### src/rtl/board_pkg.sv
// Shared board geometry defaults, ASCII codes and the loader state encoding
// used by the board ingest and printout paths.
package board_pkg;

    localparam int DEFAULT_LOG_WIDTH  = 5;
    localparam int DEFAULT_LOG_HEIGHT = 4;

    localparam logic [7:0] CHAR_LF    = 8'd10;
    localparam logic [7:0] CHAR_CR    = 8'd13;
    localparam logic [7:0] CHAR_ESC   = 8'd27;
    localparam logic [7:0] CHAR_SPACE = 8'd32;
    localparam logic [7:0] CHAR_HASH  = 8'd35;
    localparam logic [7:0] CHAR_STAR  = 8'd42;
    localparam logic [7:0] CHAR_DOT   = 8'd46;
    localparam logic [7:0] CHAR_O     = 8'd79;
    localparam logic [7:0] CHAR_TILDE = 8'd126;

    typedef enum logic [2:0] {
        ST_IDLE,
        ST_LOAD,
        ST_SKIP,
        ST_PAD,
        ST_DONE
    } loader_state_t;

    typedef enum logic [2:0] {
        CC_IGNORE,
        CC_ALIVE,
        CC_DEAD,
        CC_NEWLINE,
        CC_ABORT
    } char_class_t;

endpackage

### src/rtl/cell_char_decode.sv
// Combinational byte classifier for board text: alive, dead, newline, abort
// or ignore. CR falls into ignore so CR LF and bare LF line endings both work.
module cell_char_decode
    import board_pkg::*;
(
    input  logic [7:0]  ch,
    output char_class_t cls
);

    always_comb begin
        cls = CC_IGNORE;
        if (ch == CHAR_O || ch == CHAR_HASH || ch == CHAR_STAR)
            cls = CC_ALIVE;
        else if (ch == CHAR_LF)
            cls = CC_NEWLINE;
        else if (ch == CHAR_ESC)
            cls = CC_ABORT;
        else if (ch == CHAR_SPACE || ch == CHAR_DOT || (ch > CHAR_SPACE && ch <= CHAR_TILDE))
            cls = CC_DEAD;
    end

endmodule

### src/rtl/board_loader.sv
// board_loader: parses terminal text rows into row-major Game-of-Life cell writes.
// Define BOARD_LOADER_TIMEOUT_EN to build the idle-gap abort counter.
module board_loader
    import board_pkg::*;
#(
    parameter int LOG_WIDTH      = DEFAULT_LOG_WIDTH,
    parameter int LOG_HEIGHT     = DEFAULT_LOG_HEIGHT,
    parameter int TIMEOUT_CYCLES = 48000000
) (
    input  logic                            clk,
    input  logic                            rst_n,
    input  logic                            start,
    input  logic [7:0]                      rx_data,
    input  logic                            rx_valid,
    output logic                            rx_ready,
    output logic                            wr_en,
    output logic [LOG_WIDTH+LOG_HEIGHT-1:0] wr_addr,
    output logic                            wr_data,
    output logic                            busy,
    output logic                            done,
    output logic                            err
);

    // state | meaning
    // IDLE  | waiting for start; bytes stay pending upstream
    // LOAD  | consuming row text, one cell write per printable byte
    // SKIP  | row full; discarding bytes until LF
    // PAD   | short row; writing dead cells up to the row end
    // DONE  | all rows written; one-cycle done pulse

    localparam logic [LOG_WIDTH:0]  WIDTH_C  = {1'b1, {LOG_WIDTH{1'b0}}};
    localparam logic [LOG_HEIGHT:0] HEIGHT_C = {1'b1, {LOG_HEIGHT{1'b0}}};

    loader_state_t                   state, state_d;
    logic [LOG_HEIGHT:0]             row, row_d, row_inc;
    logic [LOG_WIDTH:0]              col, col_d, col_inc;
    logic [LOG_WIDTH+LOG_HEIGHT-1:0] wr_addr_d, cell_addr;
    logic                            wr_en_d, wr_data_d, busy_d, ready_d, done_d, err_d;
    logic                            accept, timeout;
    char_class_t                     cls;

    cell_char_decode u_decode (
        .ch  (rx_data),
        .cls (cls)
    );

    assign accept    = rx_valid && rx_ready;
    assign row_inc   = row + 1'b1;
    assign col_inc   = col + 1'b1;
    assign cell_addr = {row[LOG_HEIGHT-1:0], col[LOG_WIDTH-1:0]};

`ifdef BOARD_LOADER_TIMEOUT_EN
    localparam int TCW = $clog2(TIMEOUT_CYCLES + 1);
    localparam logic [TCW-1:0] GAP_RELOAD = TCW'(TIMEOUT_CYCLES - 1);

    logic [TCW-1:0] gap_cnt;

    // rx_ready mirrors LOAD/SKIP, so the counter is parked at reload elsewhere
    always_ff @(posedge clk or negedge rst_n) begin
        if (!rst_n)
            gap_cnt <= GAP_RELOAD;
        else if (!rx_ready || accept)
            gap_cnt <= GAP_RELOAD;
        else if (gap_cnt != '0)
            gap_cnt <= gap_cnt - 1'b1;
    end

    assign timeout = rx_ready && !accept && (gap_cnt == '0);
`else
    assign timeout = 1'b0;
`endif

    always_comb begin
        state_d   = state;
        row_d     = row;
        col_d     = col;
        wr_en_d   = 1'b0;
        wr_addr_d = wr_addr;
        wr_data_d = wr_data;
        err_d     = 1'b0;
        case (state)
            ST_IDLE: begin
                if (start) begin
                    state_d = ST_LOAD;
                    row_d   = '0;
                    col_d   = '0;
                end
            end
            ST_LOAD: begin
                if (accept) begin
                    case (cls)
                        CC_ALIVE, CC_DEAD: begin
                            wr_en_d   = 1'b1;
                            wr_addr_d = cell_addr;
                            wr_data_d = (cls == CC_ALIVE);
                            col_d     = col_inc;
                            if (col_inc == WIDTH_C)
                                state_d = ST_SKIP;
                        end
                        CC_NEWLINE: begin
                            // first pad cell goes out with the LF so rx_ready
                            // returns exactly one cycle after the last pad write
                            if (col != '0) begin
                                wr_en_d   = 1'b1;
                                wr_addr_d = cell_addr;
                                wr_data_d = 1'b0;
                                col_d     = col_inc;
                                state_d   = ST_PAD;
                            end
                        end
                        CC_ABORT: begin
                            err_d   = 1'b1;
                            state_d = ST_IDLE;
                        end
                        default: ;
                    endcase
                end else if (timeout) begin
                    err_d   = 1'b1;
                    state_d = ST_IDLE;
                end
            end
            ST_SKIP: begin
                if (accept) begin
                    if (cls == CC_NEWLINE) begin
                        row_d   = row_inc;
                        col_d   = '0;
                        state_d = (row_inc == HEIGHT_C) ? ST_DONE : ST_LOAD;
                    end else if (cls == CC_ABORT) begin
                        err_d   = 1'b1;
                        state_d = ST_IDLE;
                    end
                end else if (timeout) begin
                    err_d   = 1'b1;
                    state_d = ST_IDLE;
                end
            end
            ST_PAD: begin
                if (col == WIDTH_C) begin
                    row_d   = row_inc;
                    col_d   = '0;
                    state_d = (row_inc == HEIGHT_C) ? ST_DONE : ST_LOAD;
                end else begin
                    wr_en_d   = 1'b1;
                    wr_addr_d = cell_addr;
                    wr_data_d = 1'b0;
                    col_d     = col_inc;
                end
            end
            ST_DONE: state_d = ST_IDLE;
            default: state_d = ST_IDLE;
        endcase
        busy_d  = (state_d == ST_LOAD) || (state_d == ST_SKIP) || (state_d == ST_PAD);
        ready_d = (state_d == ST_LOAD) || (state_d == ST_SKIP);
        done_d  = (state_d == ST_DONE);
    end

    always_ff @(posedge clk or negedge rst_n) begin
        if (!rst_n) begin
            state    <= ST_IDLE;
            row      <= '0;
            col      <= '0;
            rx_ready <= 1'b0;
            wr_en    <= 1'b0;
            wr_addr  <= '0;
            wr_data  <= 1'b0;
            busy     <= 1'b0;
            done     <= 1'b0;
            err      <= 1'b0;
        end else begin
            state    <= state_d;
            row      <= row_d;
            col      <= col_d;
            rx_ready <= ready_d;
            wr_en    <= wr_en_d;
            wr_addr  <= wr_addr_d;
            wr_data  <= wr_data_d;
            busy     <= busy_d;
            done     <= done_d;
            err      <= err_d;
        end
    end

endmodule

### config.mk
export PLATFORM = sky130hd
export DESIGN_NAME = board_loader
export DESIGN_NICKNAME = d
export VERILOG_FILES = /design/src/rtl/board_pkg.sv /design/src/rtl/cell_char_decode.sv /design/src/rtl/board_loader.sv
export SDC_FILE = /design/constraint.sdc
export NUM_CORES = 1
export LEC_CHECK = 0
export CORE_ASPECT_RATIO = 0.9
export CORE_MARGIN = 5
export CORE_UTILIZATION = 35
export DETAILED_ROUTE_END_ITERATION = 10
export MAX_ROUTING_LAYER = met4
export PLACE_DENSITY_LB_ADDON = 0.1
export SLEW_MARGIN = 5
export SYNTH_ARGS = -nofsm -noshare
export SYNTH_HDL_FRONTEND = slang
export SYNTH_HIERARCHICAL = 1
export SYNTH_SLANG_ARGS = --single-unit
### constraint.sdc
create_clock -name clk -period 2.3 [get_ports clk]
set_clock_uncertainty 0.1 [all_clocks]
set_input_delay 0.69 -clock clk [delete_from_list [all_inputs] [get_ports clk]]
set_output_delay 0.69 -clock clk [all_outputs]
set_load 0.005 [all_outputs]
==> summary.md <==
| Metric | Value |
|---|---|
| Total gr overflow | 0 |
| Post-Syn Area | around 0.0017 mm2 |
| Avg Inst Size Synth | a little over 9 um2 |
| PwrDens | ~790 mW/mm2 |
| Maximum clock rate | 0.394 GHz |
| All-Layer GR Usage | 0.145 |
| Share of cells above drive strength 1 | 0.303 |
| Yosys cell types | 48 |
| Vias in the first global route | 1562 |
| Initial antenna violation count | 0 |
| TritonCTS Buffers | 5 |
| Per-cell routed wire length | 13.3 um |
| Insertion delay of the later-clocked pin in the worst-skew pair | 280 ps |
| HP Class | flop to flop |
| Final Max Slew Viols | 0 |
| Yosys top cell by area | dfrtp_1 |
| Status | finished with violations |
| Share of the synthesized area in the top cell type | 0.430 |
| Dpl hpwl | 2.88 mm |
| Min cycle time layout | 2540 ps |
| Mapped Cells | about 190 |
| Worst IR Drop VDD | 0.000376 V |
| RD Place Congestion | 0.813 |
| Max-capacitance violation count | 0 |
| Leak | between 1 and 1.5 nW |
| # clock sinks | 29 |
| First-pass GRT wire length | 7.13 mm |
| Dominant synthesized flop cell | dfrtp_1 |
| Die area | 0.00631 mm2 |
| Final Power | 1.94 mW |
| # IOs | 27 |
| Vias | ~1.5k |
| Final nets | 255 |
| Met2 wire length | 2.01 mm |
| Yosys reg bits | 29 |
| Post-synth EDFFs | 0 |
| Via/cell ratio | 5.00 |
| Yosys warns | 6 |
| Filler cells | 452 |
| CTS tree | built |
| N_diodes | 0 |
| WP data required | 2400 ps |
| Fin crit share | 1.10 |
| Critical path endpoint category | flop |
| Crit path max fanout | 4 |
| Final ANT Viol Nets | 0 |
| Worst Path Arrival | between 2000 and 3000 ps |
| WL final | ~4.1 mm |
| # setup viols final | 26 |
| Core Region | about 0.0048 mm2 |
| Clock buffer depth | 2 |
| FFs w/ async S/R, synth | 1.00 |
| Largest net degree at the start of global routing | 30 |
| Clock transition at the registers of the reported paths | roughly 60 ps |
| First-pass iteration count of the detailed router | 4 |
| 1st-iter DRT viols | 72 |
| Worst slack, placed | -979 ps |
| Initial core utilization | 0.354 |
| Met1 wire length | 1.88 mm |
| Worst-margin pin slew | 479 ps |
| RSZ-0062 raised after global routing | true |
| # DRC | 0 |
| Area contributors post-synth | dfrtp_1, nand2_1, o21ai_1, a21oi_1, ha_1 |
| Syn Nets | 200 |
| Sequential-to-total area share from yosys stat | 0.430 |
| P&R area growth vs syn | 46.0% |
| Failing checks | setup timing |
| CP startpoint kind | input port |
| PortBufs | 26 |
| CP peak stage delay | 330 ps |
| Die X-Extent | around 83 um |
| CP max stage cell | a311oi_2 |
| Die Span Y | between 70 and 80 um |
| Slew margin rel. | 0.679 |
| Root buf cell | clkbuf_8 |
| Final hold vios | 0 |
| Met3 WL | 137 um |
| H-tree Lvls | 2 |
| Setup TNS | -3660 ps |
| WS Path Type | input port to flop |
| Setup ws final | -237 ps |
| Cell Chain, Critical Path | dlygate4sd2_1 > nand4_1 > o22ai_2 > o21ai_1 > o21a_4 > and3b_2 > a211oi_2 > buf_4 > a21oi_1 > a311oi_2 > xor2_1 |
| Cell Rows | 24 |
| DR top layer | met4 |
-- per-layer routing --
layer  up-vias  GRT usage
met5         -          -
met4         0     0.0454
met3         4     0.0368
met2        22      0.247
met1       727      0.171
li1        776          -
-- cell families after synthesis --
kind of cell | after synthesis | synth area share
flops | 29 | 0.430
xor+xnor | 3 | 0.0156
compound gates | 50 | 0.206
simple gates | 83 | 0.264
buf+inv | 14 | 0.0445
mux | 3 | 0.0178
fa+ha+maj | 3 | 0.0222
-- metrics by stage --
| step | cells | utilization | hold WS, ps | cell area (um2) |
|---|---|---|---|---|
| after floorplan | 185 | - | 294 | 1730 |
| after global placement | 290 | 0.458 | 358 | 2190 |
| after detailed placement | 290 | 0.458 | 361 | 2190 |
| after CTS | 305 | 0.512 | 376 | 2440 |
| after global routing | 306 | 0.516 | 398 | 2460 |
| final | 306 | 0.516 | 369 | 2460 |
-- placed cells by master, fill, tap and decap left out, types with 3 or more instances in the layout --
cell / synthesis / final
clkdlybuf4s50_1: 0 / 18
nand3_1: 7 / 7
nand2_1: 36 / 35
dfrtp_1: 29 / 29
a22o_1: 3 / 3
ha_1: 3 / 3
inv_1: 4 / 4
mux2i_1: 3 / 3
buf_4: 1 / 22
nor2_1: 10 / 7
and3_1: 3 / 3
nand3b_1: 3 / 3
a41oi_1: 3 / 3
o21ai_1: 13 / 13
buf_6: 2 / 8
nand4_1: 4 / 4
a21oi_2: 1 / 4
clkbuf_8: 0 / 7
a21oi_1: 11 / 8
-- final timing paths --
kind                             from    endpoint  depth (start not counted)  slack [ps]
hold reg to reg            wr_addr[6]  wr_addr[6]                          2         370
min in group asynchronous       rst_n      col[0]                          2         680
setup reg to reg               col[0]      row[2]                          8          80
max in group asynchronous       rst_n        busy                          2        1140
setup / recovery           rx_data[4]    rx_ready                         11        -240
hold / removal             wr_addr[6]  wr_addr[6]                          2         370
-- area by class of cell --
| class | count | area [um2] | share of cell area |
|---|---|---|---|
| inverter | 6 | 25.0 | 0.0102 |
| clock buffer | 7 | 96.3 | 0.0391 |
| tap | 65 | 81.3 | 0.0330 |
| clock inverter | 1 | 5.00 | 0.00203 |
| timing repair buffer | 56 | 523 | 0.212 |
| sequential | 29 | 726 | 0.294 |
| multi-input combinational | 142 | 1010 | 0.409 |
-- flip-flops by register name, indices dropped and copies added (netlist names) --
signal / cells
busy: 1
done: 1
state: 3
err: 1
wr_data: 1
col: 6
row: 5
rx_ready: 1
wr_en: 1
wr_addr: 9
-- where the power goes --
part / total [mW] / leakage, nW / switching (mW) / internal (mW)
Sequential: 0.751 / 0.386 / 0.137 / 0.614
Clock: 0.456 / 0.0542 / 0.187 / 0.270
Combinational: 0.730 / 0.654 / 0.350 / 0.379
Total: 1.94 / 1.09 / 0.674 / 1.26
-- critical path: cells and delay by family --
kind            cells  cell delay, ps
xor+xnor            1             170
compound gates      6             980
simple gates        2             380
buf+inv             2             420
-- cell usage after synthesis, types with 3 or more instances --
library cell and number:
and3_1 3, a41oi_1 3, nand3b_1 3, buf_2 3
ha_1 3, nor2_1 10, o21ai_1 13, mux2i_1 3
dfrtp_1 29, a21oi_1 11, nand2_1 36, inv_1 4
nand3_1 7, nor2b_1 3, a22o_1 3, nand4_1 4
-- what timing repair did --
| action | CTS | global route |
|---|---|---|
| buffers inserted | 7 | 1 |
| pin swaps | 21 | 7 |
| resized for setup | 50 | 7 |
| hold buffers | 0 | 0 |
| cloned | 0 | 0 |
| setup endpoints to repair | 29 | 28 |
(Power assumes the default switching activity.)
